## config.mk

```make
export PLATFORM = sky130hd
export DESIGN_NAME = endstop_emulator
export DESIGN_NICKNAME = d
export VERILOG_FILES = /design/src/rtl/endstop_emulator_pkg.sv /design/src/rtl/endstop_emulator_pos_trip_compare.sv /design/src/rtl/endstop_emulator.sv
export SDC_FILE = /design/constraint.sdc
export NUM_CORES = 1
export LEC_CHECK = 0
export ABC_AREA = 0
export BUFFER_PORTS_ARGS = -buffer_cell sky130_fd_sc_hd__buf_2
export CAP_MARGIN = 15
export CELL_PAD_IN_SITES_DETAIL_PLACEMENT = 0
export CELL_PAD_IN_SITES_GLOBAL_PLACEMENT = 1
export CORE_MARGIN = 2
export CORE_UTILIZATION = 35
export DETAILED_ROUTE_END_ITERATION = 16
export PLACE_DENSITY = 0.75
export SYNTH_ARGS = -nofsm -noshare
export SYNTH_HDL_FRONTEND = slang
export SYNTH_SLANG_ARGS = --single-unit
export TNS_END_PERCENT = 10
```

## constraint.sdc

```tcl
create_clock -name clk -period 5.7 [get_ports clk]
set_input_delay 0.57 -clock clk [delete_from_list [all_inputs] [get_ports clk]]
set_output_delay 0.57 -clock clk [all_outputs]
set_load 0.05 [all_outputs]
```

## src/rtl/endstop_emulator_pkg.sv

```systemverilog
// -----------------------------------------------------------------------------
// endstop_emulator_pkg
// Shared types and constants for the virtual endstop source and its position
// compare helper.
//   state_e        : burst FSM states (IDLE, BOUNCE, LOCKOUT)
//   SEL_*          : position-source select codes for mux_select
//   DEF_CNT_W      : default width of the bounce period timer
//   DEF_BURST_W    : default width of the burst length / toggle counters
// -----------------------------------------------------------------------------
package endstop_emulator_pkg;

  typedef enum logic [1:0] {
    IDLE    = 2'd0,
    BOUNCE  = 2'd1,
    LOCKOUT = 2'd2
  } state_e;

  localparam logic [1:0] SEL_ZERO = 2'd0;
  localparam logic [1:0] SEL_X    = 2'd1;
  localparam logic [1:0] SEL_Y    = 2'd2;
  localparam logic [1:0] SEL_Z    = 2'd3;

  localparam int DEF_CNT_W   = 16;
  localparam int DEF_BURST_W = 8;

endpackage

```

## src/rtl/endstop_emulator_pos_trip_compare.sv

```systemverilog
// -----------------------------------------------------------------------------
// pos_trip_compare
// Selects an axis position and compares it (signed) against a trip point,
// producing the line level the endstop should settle to. Purely combinational,
// so it can be reused by the endstop input path for soft limits.
//   x, y, z     in  32  signed axis positions
//   mux_select  in  2   0 = constant 0, 1 = x, 2 = y, 3 = z
//   trip        in  32  signed trip point
//   direction   in  1   1: triggered when pos >= trip, 0: when pos <= trip
//   polarity    in  1   line level meaning "triggered"
//   target      out 1   polarity when triggered, ~polarity otherwise
// -----------------------------------------------------------------------------
module pos_trip_compare
  import endstop_emulator_pkg::*;
(
  input  logic [31:0] x,
  input  logic [31:0] y,
  input  logic [31:0] z,
  input  logic [1:0]  mux_select,
  input  logic [31:0] trip,
  input  logic        direction,
  input  logic        polarity,
  output logic        target
);

  logic [31:0] pos_s;
  logic        triggered_s;

  // Position source select.
  always_comb begin
    pos_s = 32'd0;
    case (mux_select)
      SEL_ZERO: pos_s = 32'd0;
      SEL_X:    pos_s = x;
      SEL_Y:    pos_s = y;
      SEL_Z:    pos_s = z;
      default:  pos_s = 32'd0;
    endcase
  end

  // Signed trip compare; equality counts as triggered in both directions.
  always_comb begin
    triggered_s = 1'b0;
    if (direction) begin
      triggered_s = ($signed(pos_s) >= $signed(trip));
    end else begin
      triggered_s = ($signed(pos_s) <= $signed(trip));
    end
    target = triggered_s ? polarity : ~polarity;
  end

endmodule

```

## src/rtl/endstop_emulator.sv

```systemverilog
// -----------------------------------------------------------------------------
// endstop_emulator
// Virtual endstop source. Drives sig_out to the level selected by the position
// compare, adding a deterministic bounce burst (2N+1 toggles, each level held
// P cycles) followed by a P-cycle lockout on every level change.
//   clk, reset     in   single clock, synchronous active-high reset
//   x, y, z        in   signed axis positions
//   mux_select     in   position source select
//   enable         in   gates entry into a new burst only
//   trip           in   signed trip point
//   direction      in   compare direction
//   polarity       in   triggered line level
//   bounce_pairs   in   N, extra toggle pairs per transition
//   bounce_period  in   P, cycles per intermediate level (0 behaves as 1)
//   sig_out        out  emulated raw endstop line (registered)
//   busy           out  high while in BOUNCE or LOCKOUT
//   toggles        out  toggles emitted in the current or last burst
//   transitions    out  completed transitions since reset (wrapping)
// -----------------------------------------------------------------------------
module endstop_emulator
  import endstop_emulator_pkg::*;
#(
  parameter int CNT_W   = DEF_CNT_W,
  parameter int BURST_W = DEF_BURST_W
) (
  input  logic               clk,
  input  logic               reset,
  input  logic [31:0]        x,
  input  logic [31:0]        y,
  input  logic [31:0]        z,
  input  logic [1:0]         mux_select,
  input  logic               enable,
  input  logic [31:0]        trip,
  input  logic               direction,
  input  logic               polarity,
  input  logic [BURST_W-1:0] bounce_pairs,
  input  logic [CNT_W-1:0]   bounce_period,
  output logic               sig_out,
  output logic               busy,
  output logic [BURST_W-1:0] toggles,
  output logic [31:0]        transitions
);

  state_e             state_q,       state_d;
  logic               sig_q,         sig_d;
  logic               busy_q,        busy_d;
  logic [BURST_W-1:0] toggles_q,     toggles_d;
  logic [BURST_W:0]   remaining_q,   remaining_d;
  logic [CNT_W-1:0]   timer_q,       timer_d;
  logic [CNT_W-1:0]   reload_q,      reload_d;
  logic [31:0]        transitions_q, transitions_d;

  logic               target_s;
  logic [CNT_W-1:0]   reload_s;

  pos_trip_compare u_cmp (
    .x          (x),
    .y          (y),
    .z          (z),
    .mux_select (mux_select),
    .trip       (trip),
    .direction  (direction),
    .polarity   (polarity),
    .target     (target_s)
  );

  // Timer reload value P-1, with P = 0 behaving like P = 1.
  always_comb begin
    if (bounce_period == {CNT_W{1'b0}}) begin
      reload_s = {CNT_W{1'b0}};
    end else begin
      reload_s = bounce_period - CNT_W'(1);
    end
  end

  // Burst FSM next-state and counter logic. N and P are only looked at on the
  // IDLE exit edge; afterwards the latched reload and remaining count rule.
  always_comb begin
    state_d       = state_q;
    sig_d         = sig_q;
    toggles_d     = toggles_q;
    remaining_d   = remaining_q;
    timer_d       = timer_q;
    reload_d      = reload_q;
    transitions_d = transitions_q;

    case (state_q)
      IDLE: begin
        if (enable && (target_s != sig_q)) begin
          sig_d       = ~sig_q;
          toggles_d   = BURST_W'(1);
          remaining_d = {bounce_pairs, 1'b0};
          timer_d     = reload_s;
          reload_d    = reload_s;
          if (bounce_pairs == {BURST_W{1'b0}}) begin
            state_d = LOCKOUT;
          end else begin
            state_d = BOUNCE;
          end
        end else begin
          state_d = IDLE;
        end
      end

      BOUNCE: begin
        if (timer_q != {CNT_W{1'b0}}) begin
          timer_d = timer_q - CNT_W'(1);
        end else if (remaining_q != {(BURST_W+1){1'b0}}) begin
          sig_d       = ~sig_q;
          toggles_d   = toggles_q + BURST_W'(1);
          remaining_d = remaining_q - (BURST_W+1)'(1);
          timer_d     = reload_q;
          // Last toggle of the burst lands on the latched target level.
          if (remaining_q == (BURST_W+1)'(1)) begin
            state_d = LOCKOUT;
          end else begin
            state_d = BOUNCE;
          end
        end else begin
          // Not reachable in normal operation; recover into the lockout.
          timer_d = reload_q;
          state_d = LOCKOUT;
        end
      end

      LOCKOUT: begin
        if (timer_q != {CNT_W{1'b0}}) begin
          timer_d = timer_q - CNT_W'(1);
        end else begin
          transitions_d = transitions_q + 32'd1;
          state_d       = IDLE;
        end
      end

      default: begin
        state_d = IDLE;
      end
    endcase

    busy_d = (state_d != IDLE);
  end

  // State and output registers with synchronous reset.
  always_ff @(posedge clk) begin
    if (reset) begin
      state_q       <= IDLE;
      sig_q         <= ~polarity;
      busy_q        <= 1'b0;
      toggles_q     <= {BURST_W{1'b0}};
      remaining_q   <= {(BURST_W+1){1'b0}};
      timer_q       <= {CNT_W{1'b0}};
      reload_q      <= {CNT_W{1'b0}};
      transitions_q <= 32'd0;
    end else begin
      state_q       <= state_d;
      sig_q         <= sig_d;
      busy_q        <= busy_d;
      toggles_q     <= toggles_d;
      remaining_q   <= remaining_d;
      timer_q       <= timer_d;
      reload_q      <= reload_d;
      transitions_q <= transitions_d;
    end
  end

  assign sig_out     = sig_q;
  assign busy        = busy_q;
  assign toggles     = toggles_q;
  assign transitions = transitions_q;

endmodule
```

==> results.toml <==
[sta]
slew_headroom_pct = 32.0
fmax_mhz = 211
finalSetupViolations = 0
grt_setup_unrepaired = "false"
hold_viol_final = 0
finalCriticalPeriod_ns = 4.74
period_share_pct = 83.2
fin_skew_ns = 0.00932
drv_slew = 0
worst_pin_slew_ns = 1.01
tns_ns = 0

[clock_network]
ctsHoldBuffers = 0
cts_tree = "done"
numCtsBuffers = 9
post_cts_buffers = 0
clock_sinks = 85
clk_path_buf_depth = 2
cts-root-buf = "clkbuf_16"
htree_levels = 3
ctsResizeCount = 0
cts.clk_slew.worst_paths_ns = 0.07
clock_latency_ns = 0.34

[worst_setup_path]
r2r_slack_ns = 2.38
worstSetupPathType = "primary input to flip-flop"
startpoint = "mux_select[0]"
end_kind = "flip-flop"
critPathCapture = "timer_q[8]"
critPathLaunchType = "primary input"
max_stage_delay_ns = 0.67
cp_cell_sequence = "buf_2, buf_4, mux2_2, a22o_1, ha_1, nand4_1, a2111oi_0, o31a_1, mux2_2, and4_1, buf_4, or3_1, a21oi_1"
reg2reg_from = "timer_q[0]"
cp_slowest_cell = "a2111oi_0"
worst_ep_arrival_time_ns = 5.01
worst-path-max-fanout = 27
cp.required_ns = 5.97
reg2reg_to = "transitions[21]"
r2r_cells = 9

[drt]
drtAntennaViolNets = 0
vias = 6439
via_per_inst = 5.25
first_pass_iters = 4
wl_mm = 18.0
drc_errors = 0
wl_per_cell_um = 14.7
drt_iter0_drc = 265

[logic_synthesis]
ys_warn_count = 0
synth_edf_count = 1
ys_seq_area_share_pct = 26.6
synth_flop_cell = "dfxtp_1"
synth-seq-cells = 85
syn_inst = 818
yosysUniqueCellTypes = 58
syn_area_per_cell_sq_um = 7.87
synth_area_sq_um = 6430
synth-async-reset-ratio_pct = 0
synth_fp_nets = 1019

[floorplanning]
die_h_um = 140
start_util_pct = 35.7
rows = 49
die_w_um = 140
io_pins = 201
core_area_sq_um = 18000
die_area_sq_um = 19500

[layout]
antenna_cells = 0
nNetsFinal = 1193
area_delta_synth_final_pct = 22.9
multi_input_area_sq_um = 4360
drive_above_1_share_pct = 27.2
fill_cells = 1909
regArea_sq_um = 1710

[pwr]
power.leakage_nw = 3.46
peakVddDrop_mv = 0.184
power_mw = 2.19
powerDensity_nw_per_um2 = 277

[global_routing]
track_usage_pct = 18.2
antenna_found_initial = 0
grt_pass1_wl_mm = 29.7
grt_pass1_vias = 6170
grt-ovfl-total = 0
grt_max_degree = 80

[placement]
port_buffers = 200
dpl.hpwl_mm = 13.8
finalWeightedCongestion = 0.811

[hold_path]
min_path_cells = 2
min_path_type = "flip-flop to flip-flop"

[job]
cap_viol_max_count = 0

[run_status]
status = "finished, final reports clean"
## area by class of cell
class                      instances  area share, %
clock buffer                      10           3.02
clock inverter                     6          0.570
inverter                          53           2.52
multi-input combinational        634           55.1
sequential                        85           21.6
tap                              229           3.62
timing repair buffer             209           13.5
## kinds of logic (layout without fill, tap and decap cells)
logic type | count (synthesis) | after routing | share of synthesized area (%)
mux | 52 | 52 | 8.75
simple gates | 281 | 281 | 22.8
flops | 85 | 85 | 26.6
compound gates | 210 | 210 | 21.1
fa+ha+maj | 42 | 42 | 8.17
buf+inv | 99 | 278 | 5.91
xor+xnor | 49 | 49 | 6.67
## power by group
part | total (mW) | internal, mW | switching (mW)
combinational | 0.892 | 0.365 | 0.527
clock | 0.569 | 0.311 | 0.259
sequential | 0.728 | 0.665 | 0.0634
## Yosys cell counts (4+ instances only)
| cell type | count | area (sq um) |
|---|---|---|
| nand3_1 | 28 | 140 |
| or4_1 | 9 | 67.6 |
| nand2_1 | 57 | 214 |
| a22o_1 | 31 | 272 |
| and3_1 | 6 | 37.5 |
| xor2_1 | 21 | 184 |
| nand4_1 | 15 | 93.8 |
| nor3b_1 | 4 | 30.0 |
| dfxtp_1 | 84 | 1680 |
| nor3_1 | 20 | 100 |
| o31ai_1 | 11 | 82.6 |
| a211oi_1 | 7 | 52.6 |
| xnor2_1 | 28 | 245 |
| clkbuf_1 | 40 | 150 |
| inv_1 | 52 | 195 |
| o211ai_1 | 11 | 82.6 |
| nor2b_1 | 4 | 25.0 |
| ha_1 | 42 | 526 |
| o21ai_0 | 50 | 250 |
| nor4_1 | 11 | 68.8 |
| nor2_1 | 68 | 255 |
| a21oi_1 | 67 | 335 |
| mux2_2 | 34 | 383 |
| nor3_2 | 4 | 40.0 |
| and2_1 | 6 | 37.5 |
| or3_1 | 34 | 213 |
| mux2i_1 | 18 | 180 |
## cell usage in the layout (no fill, tap or decap), types with 4 or more instances in the layout
cell and instances:
buf_2 200, dfxtp_1 84, nor2_1 68, a21oi_1 67, nand2_1 57, inv_1 52
o21ai_0 50, ha_1 42, mux2_2 34, or3_1 34, a22o_1 31, nand3_1 28
xnor2_1 28, xor2_1 21, nor3_1 20, mux2i_1 18, nand4_1 15, o211ai_1 11
nor4_1 11, o31ai_1 10, or4_1 9, clkbuf_16 9, buf_4 9, a211oi_1 7
and2_1 6, and3_1 6, nor3b_1 4, nor3_2 4
## routing by layer
layer | track usage (%) | wire (um) | vias to the layer above
li1 | - | - | 3337
met1 | 23.4 | 8320 | 2954
met2 | 32.0 | 8740 | 135
met3 | 3.34 | 819 | 13
met4 | 3.42 | 168 | 0
met5 | 0 | 0 | -
## how the worst min path moves through the flow
stage                              to   startpoint
final                     reload_q[0]  reload_q[0]
after global placement    reload_q[0]  reload_q[0]
after global routing      reload_q[0]  reload_q[0]
after CTS                 reload_q[0]  reload_q[0]
after floorplan           reload_q[0]  reload_q[0]
after detailed placement  reload_q[0]  reload_q[0]
## through the flow
step / setup WS, ns / instances / hold slack [ns] / utilization [%] / area (sq um)
after global placement: 0.704 / 1210 / 0.448 / 42.3 / 7620
after detailed placement: 0.593 / 1210 / 0.453 / 42.3 / 7620
final: 0.960 / 1226 / 0.458 / 43.9 / 7910
after global routing: 0.527 / 1226 / 0.480 / 43.9 / 7910
after floorplan: 1.22 / 818 / 0.437 / - / 6430
after CTS: 0.965 / 1226 / 0.462 / 43.9 / 7910
## worst max-delay path: cells and delay by family
| kind | cells | cell delay, ns |
|---|---|---|
| compound gates | 4 | 1.38 |
| fa+ha+maj | 1 | 0.29 |
| buf+inv | 3 | 1.06 |
| mux | 2 | 0.72 |
| simple gates | 3 | 0.97 |
## sequential cells by signal, indices dropped and copies added (netlist names)
signal and flops:
sig_out 1, transitions 32, state_q 2, reload_q 16
timer_q 16, busy 1, toggles 8, remaining_q 9
(Power assumes the default switching activity.)
